### src/rtl/pwm_pkg.sv
// Shared constants, FSM encoding and a saturating increment for the PWM capture block.
package pwm_pkg;

    localparam int CNT_W = 32;

    localparam logic [CNT_W-1:0] CNT_SAT = 32'hFFFF_FFFF;

    typedef enum logic [1:0] {
        ST_IDLE    = 2'd0,
        ST_ARMED   = 2'd1,
        ST_MEASURE = 2'd2
    } pwm_state_e;

    // Increment that sticks at the all-ones value instead of wrapping.
    function automatic logic [CNT_W-1:0] sat_inc(input logic [CNT_W-1:0] v);
        return (v == CNT_SAT) ? v : v + CNT_W'(1);
    endfunction

endpackage

### src/rtl/pwm_sync_edge.sv
// Two-flop synchronizer for the PWM input plus rising-edge detector.
// All flops reset high so a generator idling high after reset gives no false edge.
module pwm_sync_edge (
    input  logic Clk50M,
    input  logic Rst_n,
    input  logic i_pwm,
    output logic level,
    output logic rise
);

    logic sync_q1;
    logic sync_q2;
    logic prev_q;

    // Synchronize the asynchronous input and keep one older sample for edge detection.
    always_ff @(posedge Clk50M or negedge Rst_n) begin
        if (!Rst_n) begin
            sync_q1 <= 1'b1;
            sync_q2 <= 1'b1;
            prev_q  <= 1'b1;
        end else begin
            sync_q1 <= i_pwm;
            sync_q2 <= sync_q1;
            prev_q  <= sync_q2;
        end
    end

    assign level = sync_q2;
    assign rise  = sync_q2 & ~prev_q;

endmodule

### src/rtl/pwm_capture.sv
// PWM period / low-time capture.
// The first rising edge after arming starts a period; every following rising edge
// publishes the finished period as meas_arr = period - 1 and meas_ccr = low cycles.
// A period that runs to timeout_limit cycles without a new edge re-arms the block.
// Handshake: meas_valid and o_timeout are single-cycle strobes with no back-pressure;
// meas_arr/meas_ccr are stable from the meas_valid cycle until the next meas_valid.
module pwm_capture
    import pwm_pkg::*;
(
    input  logic             Clk50M,
    input  logic             Rst_n,
    input  logic             cnt_en,
    input  logic             i_pwm,
    input  logic [CNT_W-1:0] timeout_limit,
    output logic [CNT_W-1:0] meas_arr,
    output logic [CNT_W-1:0] meas_ccr,
    output logic             meas_valid,
    output logic             o_timeout,
    output logic             o_level,
    output pwm_state_e       state_dbg
);

    pwm_state_e       state;
    logic [CNT_W-1:0] period_cnt;
    logic [CNT_W-1:0] low_cnt;
    logic             level;
    logic             rise;
    logic             timeout_hit;

    pwm_sync_edge u_sync_edge (
        .Clk50M (Clk50M),
        .Rst_n  (Rst_n),
        .i_pwm  (i_pwm),
        .level  (level),
        .rise   (rise)
    );

    assign o_level     = level;
    assign state_dbg   = state;
    assign timeout_hit = (timeout_limit != '0) && (period_cnt == timeout_limit);

    // Period and low-time counters: restart on each rising edge, saturate otherwise.
    always_ff @(posedge Clk50M or negedge Rst_n) begin
        if (!Rst_n) begin
            period_cnt <= '0;
            low_cnt    <= '0;
        end else if (!cnt_en) begin
            period_cnt <= '0;
            low_cnt    <= '0;
        end else if (rise) begin
            period_cnt <= CNT_W'(1);
            low_cnt    <= '0;
        end else begin
            period_cnt <= sat_inc(period_cnt);
            if (!level) begin
                low_cnt <= sat_inc(low_cnt);
            end
        end
    end

    // Capture FSM with registered result and strobe outputs; a rise beats a timeout.
    always_ff @(posedge Clk50M or negedge Rst_n) begin
        if (!Rst_n) begin
            state      <= ST_IDLE;
            meas_arr   <= '0;
            meas_ccr   <= '0;
            meas_valid <= 1'b0;
            o_timeout  <= 1'b0;
        end else begin
            meas_valid <= 1'b0;
            o_timeout  <= 1'b0;
            if (!cnt_en) begin
                state <= ST_IDLE;
            end else begin
                case (state)
                    ST_IDLE: begin
                        state <= ST_ARMED;
                    end
                    ST_ARMED: begin
                        if (rise) begin
                            state <= ST_MEASURE;
                        end
                    end
                    ST_MEASURE: begin
                        if (rise) begin
                            meas_arr   <= period_cnt - CNT_W'(1);
                            meas_ccr   <= low_cnt;
                            meas_valid <= 1'b1;
                        end else if (timeout_hit) begin
                            o_timeout <= 1'b1;
                            state     <= ST_ARMED;
                        end
                    end
                    default: begin
                        state <= ST_IDLE;
                    end
                endcase
            end
        end
    end

endmodule

### config.mk
export PLATFORM = sky130hd
export DESIGN_NAME = pwm_capture
export DESIGN_NICKNAME = d
export VERILOG_FILES = /design/src/rtl/pwm_pkg.sv /design/src/rtl/pwm_sync_edge.sv /design/src/rtl/pwm_capture.sv
export SDC_FILE = /design/constraint.sdc
export NUM_CORES = 1
export LEC_CHECK = 0
export CORE_MARGIN = 4
export CORE_UTILIZATION = 55
export CTS_CLUSTER_SIZE = 12
export DETAILED_ROUTE_END_ITERATION = 7
export PLACE_DENSITY = 0.8
export SKIP_CTS_REPAIR_TIMING = 1
export SLEW_MARGIN = 20
export SYNTH_ARGS = -nofsm -noshare
export SYNTH_HDL_FRONTEND = slang
export SYNTH_SLANG_ARGS = --single-unit
### constraint.sdc
create_clock -name Clk50M -period 3.3 [get_ports Clk50M]
set_input_delay 0.66 -clock Clk50M [delete_from_list [all_inputs] [get_ports Clk50M]]
set_output_delay 0.66 -clock Clk50M [all_outputs]
set_load 0.005 [all_outputs]
# Word-level counts from Yosys, hierarchy flattened
# Index checks and enable logic that the tools add are counted.
# Widths: inputs -> output; s select.
[classes]
eq_ne = 11
bitwise_logic = 2
addsub = 3
n_reduce_logical = 6
muxes = 19
[ops]
columns = ["operator", "count"]
rows = [
  ["$mux 32", 7],
  ["$add 32x1->32 const B", 2],
  ["$eq 32x32->1 const B", 2],
  ["$eq 32x32->1", 1],
  ["$reduce_bool 32->1", 1],
  ["$sub 32x1->32 const B", 1],
  ["$ne 3x3->1 const B", 6],
  ["$mux 2", 4],
  ["$mux 1", 7],
  ["$pmux 2 s3", 1],
  ["$reduce_and 3->1", 2],
  ["$eq 2x1->1 const B", 1],
  ["$eq 2x2->1 const B", 1],
  ["$logic_not 2->1", 1],
  ["$reduce_and 2->1", 1],
  ["$and 1x1->1", 1],
  ["$logic_and 1x1->1", 1],
  ["$not 1->1", 1],
]
[word_totals]
ff_bits = 135
in_bits = 36

# Longest topological paths before layout
[logic_depth]
word_depth = 6
depth_mapped = 10
ltp_nobuf = 8

# Hierarchy
# A second synthesis with hierarchy kept.
[unflattened]
hier_cells = 821
area_unflattened_um2 = 7299.5
[by_module_without_submodules]
columns = ["module", "cells_each", "instances", "area_per_inst_um2"]
rows = [
  ["pwm_capture", 817, 1, 7206.9],
  ["pwm_sync_edge", 4, 1, 92.6],
]

# Least setup slack after synthesis
# No wires, ideal clock.
[synth_timing]
path_type = "register -> register"
start = "reg period_cnt[0]"
end = "reg meas_arr[28]"
required_ns = 3.168
slack_ns = 0.981
path_stages_with_launch = 11
t_arrival_ns = 2.187
n_path_buf = 2
synth_period_minus_slack_ns = 2.319
path_cell_list = "dfrtp_1 > clkbuf_1 > inv_1 > ha_1 > nor3b_1 > nand2_1 > or3_1 > buf_2 > nor4_2 > xnor2_1 > o21ai_1"
[synth_between]
elab_chain_cells = 1
[synth_rtl]
columns = ["element", "line_no", "rtl"]
rows = [
  ["from (decl)", "pwm_capture.sv:24", "logic [CNT_W-1:0] period_cnt;"],
  ["from (signal assigned)", "pwm_capture.sv:54", "period_cnt <= sat_inc(period_cnt);"],
  ["$sub 32x1->32", "pwm_capture.sv:86", "meas_arr <= period_cnt - CNT_W'(1);"],
  ["to (signal assigned)", "pwm_capture.sv:86", ""],
  ["to (decl)", "pwm_capture.sv:15", "output logic [CNT_W-1:0] meas_arr,"],
]
# Every way passes these cells.
# A chain may end at the register's enable or synchronous reset.

# Worst setup path after layout
[layout_timing]
start = "reg period_cnt[0]"
end = "reg period_cnt[10]"
[layout_between]
elab_chain_cells = 4
word_cells_on_any_way = 6
[layout_rtl]
columns = ["element", "line_no", "rtl"]
rows = [
  ["$add 32x1->32", "pwm_pkg.sv:16", "return (v == CNT_SAT) ? v : v + CNT_W'(1);"],
  ["$mux 32", "pwm_pkg.sv:16", ""],
  ["$mux 32", "pwm_capture.sv:50", "end else if (rise) begin"],
  ["$mux 32", "pwm_capture.sv:47", "end else if (!cnt_en) begin"],
]
# Parallel ways exist; a longest one is shown, timed or not. The select of a mux whose other input is x is not followed.

==> summary.txt <==
Yosys
  – Seq/Total Area, Yosys: 0.4799
  – Post-synthesis register bit count: 135
  – Post-synthesis average cell area: 9.106 sq um
  – Synth cell types: 52
  – Main combinational cell family by area after synthesis: simple AND/OR/NAND/NOR gates
  – Compound-gate portion of the synthesized area: 0.04758
  – Cells after synthesis: 774
  – Post-synthesis simple-gate area fraction: 0.2881
  – Top_reg_cell synth: dfrtp_1
  – Post-Synth XOR/XNOR Area: 0.1379
  – Syn. warnings: 0
  – Synth top area share: 0.4687
  – Asr flop ratio synth: 1.000
  – Synth area leaders: dfrtp_1 47%, xnor2_1 8.7%, nand2_1 8.4%
  – Post-synthesis mux area share: 0.002840
  – Post-synth top area cell: dfrtp_1
  – Post-Synth Adder-Cell Area: 0.005326
  – Synthesized area: 7048 sq um
  – Net Count, Synth: 813
  – EDFF count, synth: 0

Timing
  – Fin Clk Skew: 8.918 ps
  – Worst Tran Pin Value: 899.2 ps
  – Final setup viols: 0
  – Pins Over Slew Limit: 0
  – Tmin final: 2771 ps
  – Period Utilization, post-route: 0.8398
  – Unrepaired setup endpoints after global routing: false
  – Setup TNS: 0 ps
  – Final-report hold violation count: 0
  – Fmax: 0.3609 GHz
  – Relative slew slack: 0.3926

Global routing
  – Total grt overflow: 0
  – Largest net degree at the start of global routing: 72
  – Vias in the first global route: 5883
  – First-pass GRT wire length: 28860 um
  – Initial antenna violation count: 0
  – Total GRT Usage: 0.2460

Run status
  – Status: finished clean

Final layout
  – Fill cell count: slightly below 1000
  – Share of cells above drive strength 1: 0.07764
  – FF/Latch Area: 3382 sq um
  – Synth-to-Final Area Change: 24.25%
  – Commonest non-fill, non-tap cell in the layout: nand2_1
  – Fin area: 8757 sq um
  – Footprint of the multi-input gates: about 3400 sq um
  – Nets: 889
  – Most frequent cells in the layout: 156 x nand2_1, 132 x dfrtp_1, 103 x clkdlybuf4s50_1, 81 x nor2_1, 70 x xnor2_1
  – Ant. Diodes: 0

Clock tree
  – Clock tree buffer depth: 2
  – Clk_lat worst skew: 410 ps
  – Max H-tree Level: 4
  – Number of buffers created by CTS: 17
  – CTS sink count: 135
  – Root buffer cell: clkbuf_16
  – Reg clk slew, reported paths: 60 ps
  – CTS tree: yes

Worst setup path
  – Crit Path Class: reg -> reg
  – Crit path DAT: 3090 ps
  – Slowest-stage cell, CP: or4_4
  – Critical path's largest stage delay: 580 ps
  – Crit-path max FO: 16
  – Crit end category: register
  – Required @ worst endpoint: 3620 ps
  – Critical-path cell list: ha_1, nand4_4, or4_4, nor4_4, buf_4, nor2b_1, and3_1, nor3_1
  – Critical path launch point type: register

Route
  – Final antenna-violating net count: 0
  – Post-DR wirelength/cell: 16.90 um
  – Vias per inst: approximately 5.7
  – DRC viols: 0
  – TritonRoute pass-1 iters: 5
  – Total number of vias: between 5000 and 6000
  – Starting DRC count in detailed routing: 451
  – Drt total wl: 17490 um

Job
  – Maxcap violations: 0

Floorplan
  – Core ar.: about 13000 sq um
  – I/O pins: 105
  – Die height: about 120 um
  – # rows: 41
  – Initial Util: 0.5608
  – Die Wd: 121.2 um
  – DIE AREA: approximately 15000 sq um

Place
  – Placement Cell Area: 8163 sq um
  – DP Wirelength: 12580 um
  – GP Congestion: 0.9221
  – PortBufs: 104

Pwr
  – Peak supply drop: 303.8 uV
  – Power Dens Cells: 511.9 nW/um^2
  – Leak: 0.003727 uW

Min path
  – Min-Delay Path Class: reg -> reg
==> synthesized netlist by cell type (all sizes together), types with 20 or more instances <==
cell type and count:
nand2 157, nand4 27, nor2 81, o21ai 36, nor4 26, buf 22
xor2 41, dfrtp 132, clkbuf 34, nor3 31, nand3 20, xnor2 70
==> critical path, delay by kind of cell (launching register included) <==
kind                       cells  cell delay, ps
adders and majority gates      1             430
buffers and inverters          1             250
DFF                            1             510
and+or+nand+nor                6            1470
==> cells by family (layout without fill, tap and decap cells) <==
kind of cell             count (synthesis)  after routing
XOR/XNOR                               111            111
adder cells (fa/ha/maj)                  3              3
multiplexers                             2              2
AND/OR/NAND/NOR                        403            403
flip-flops                             135            135
buffers and inverters                   61            150
AO/OA/AOI/OAI                           59             59
==> report_power, final <==
group | internal, uW | switching (uW) | total, uW
logic | 403 | 306 | 709
clock network | 1100 | 769 | 1870
registers | 1810 | 99.6 | 1910
total | 3310 | 1170 | 4480
==> cell type report <==
class / instances / area share
inverters: 5 / 0.002143
well taps: 172 / 0.02457
repair buffers: 113 / 0.1306
clock inverters: 13 / 0.01615
multi-input cells: 578 / 0.3886
flip-flops and latches: 135 / 0.3862
clock buffers: 19 / 0.05172
==> flip-flops by register name (all words and copies together), names as in the netlist <==
| signal | count |
|---|---|
| u_sync_edge.sync_q1 | 1 |
| o_timeout | 1 |
| meas_ccr | 32 |
| period_cnt | 32 |
| state_dbg | 2 |
| u_sync_edge.prev_q | 1 |
| low_cnt | 32 |
| meas_arr | 32 |
| u_sync_edge.level | 1 |
| meas_valid | 1 |
==> per-stage QoR <==
step | total power [uW] | setup slack [ps] | util | hold WS, ps | instances
final | 4483 | 528.8 | 0.6968 | 357.5 | 1035
after global routing | 4670 | 366.2 | 0.6968 | 363.8 | 1035
after CTS | 4519 | 581.7 | 0.6968 | 357.4 | 1035
after detailed placement | 2652 | 627.0 | 0.6495 | 348.8 | 1003
after global placement | 2626 | 698.6 | 0.6495 | 346.1 | 1003
after floorplan | 2168 | 980.6 | - | 345.2 | 774
==> worst paths after layout <==
kind / startpoint / to / slack [ps] / depth (start not counted)
min in group asynchronous: Rst_n / meas_arr[6] / 370 / 1
worst min-delay path: u_sync_edge.sync_q1 / u_sync_edge.level / 360 / 0
max in group asynchronous: Rst_n / u_sync_edge.sync_q1 / 2080 / 2
worst min register to register: u_sync_edge.sync_q1 / u_sync_edge.level / 360 / 0
worst max register to register: period_cnt[0] / period_cnt[10] / 530 / 8
worst max-delay path: period_cnt[0] / period_cnt[10] / 530 / 8
==> metal layers <==
layer  GRT usage  routed length (um)  vias up
met3     0.04615                1311       27
met1      0.3367                7454     2902
met2      0.4019                8497      241
li1            -                   -     2767
met4     0.07353                 231        0
met5           0                   0        -
Note: power is estimated with default switching activity, not from simulation.
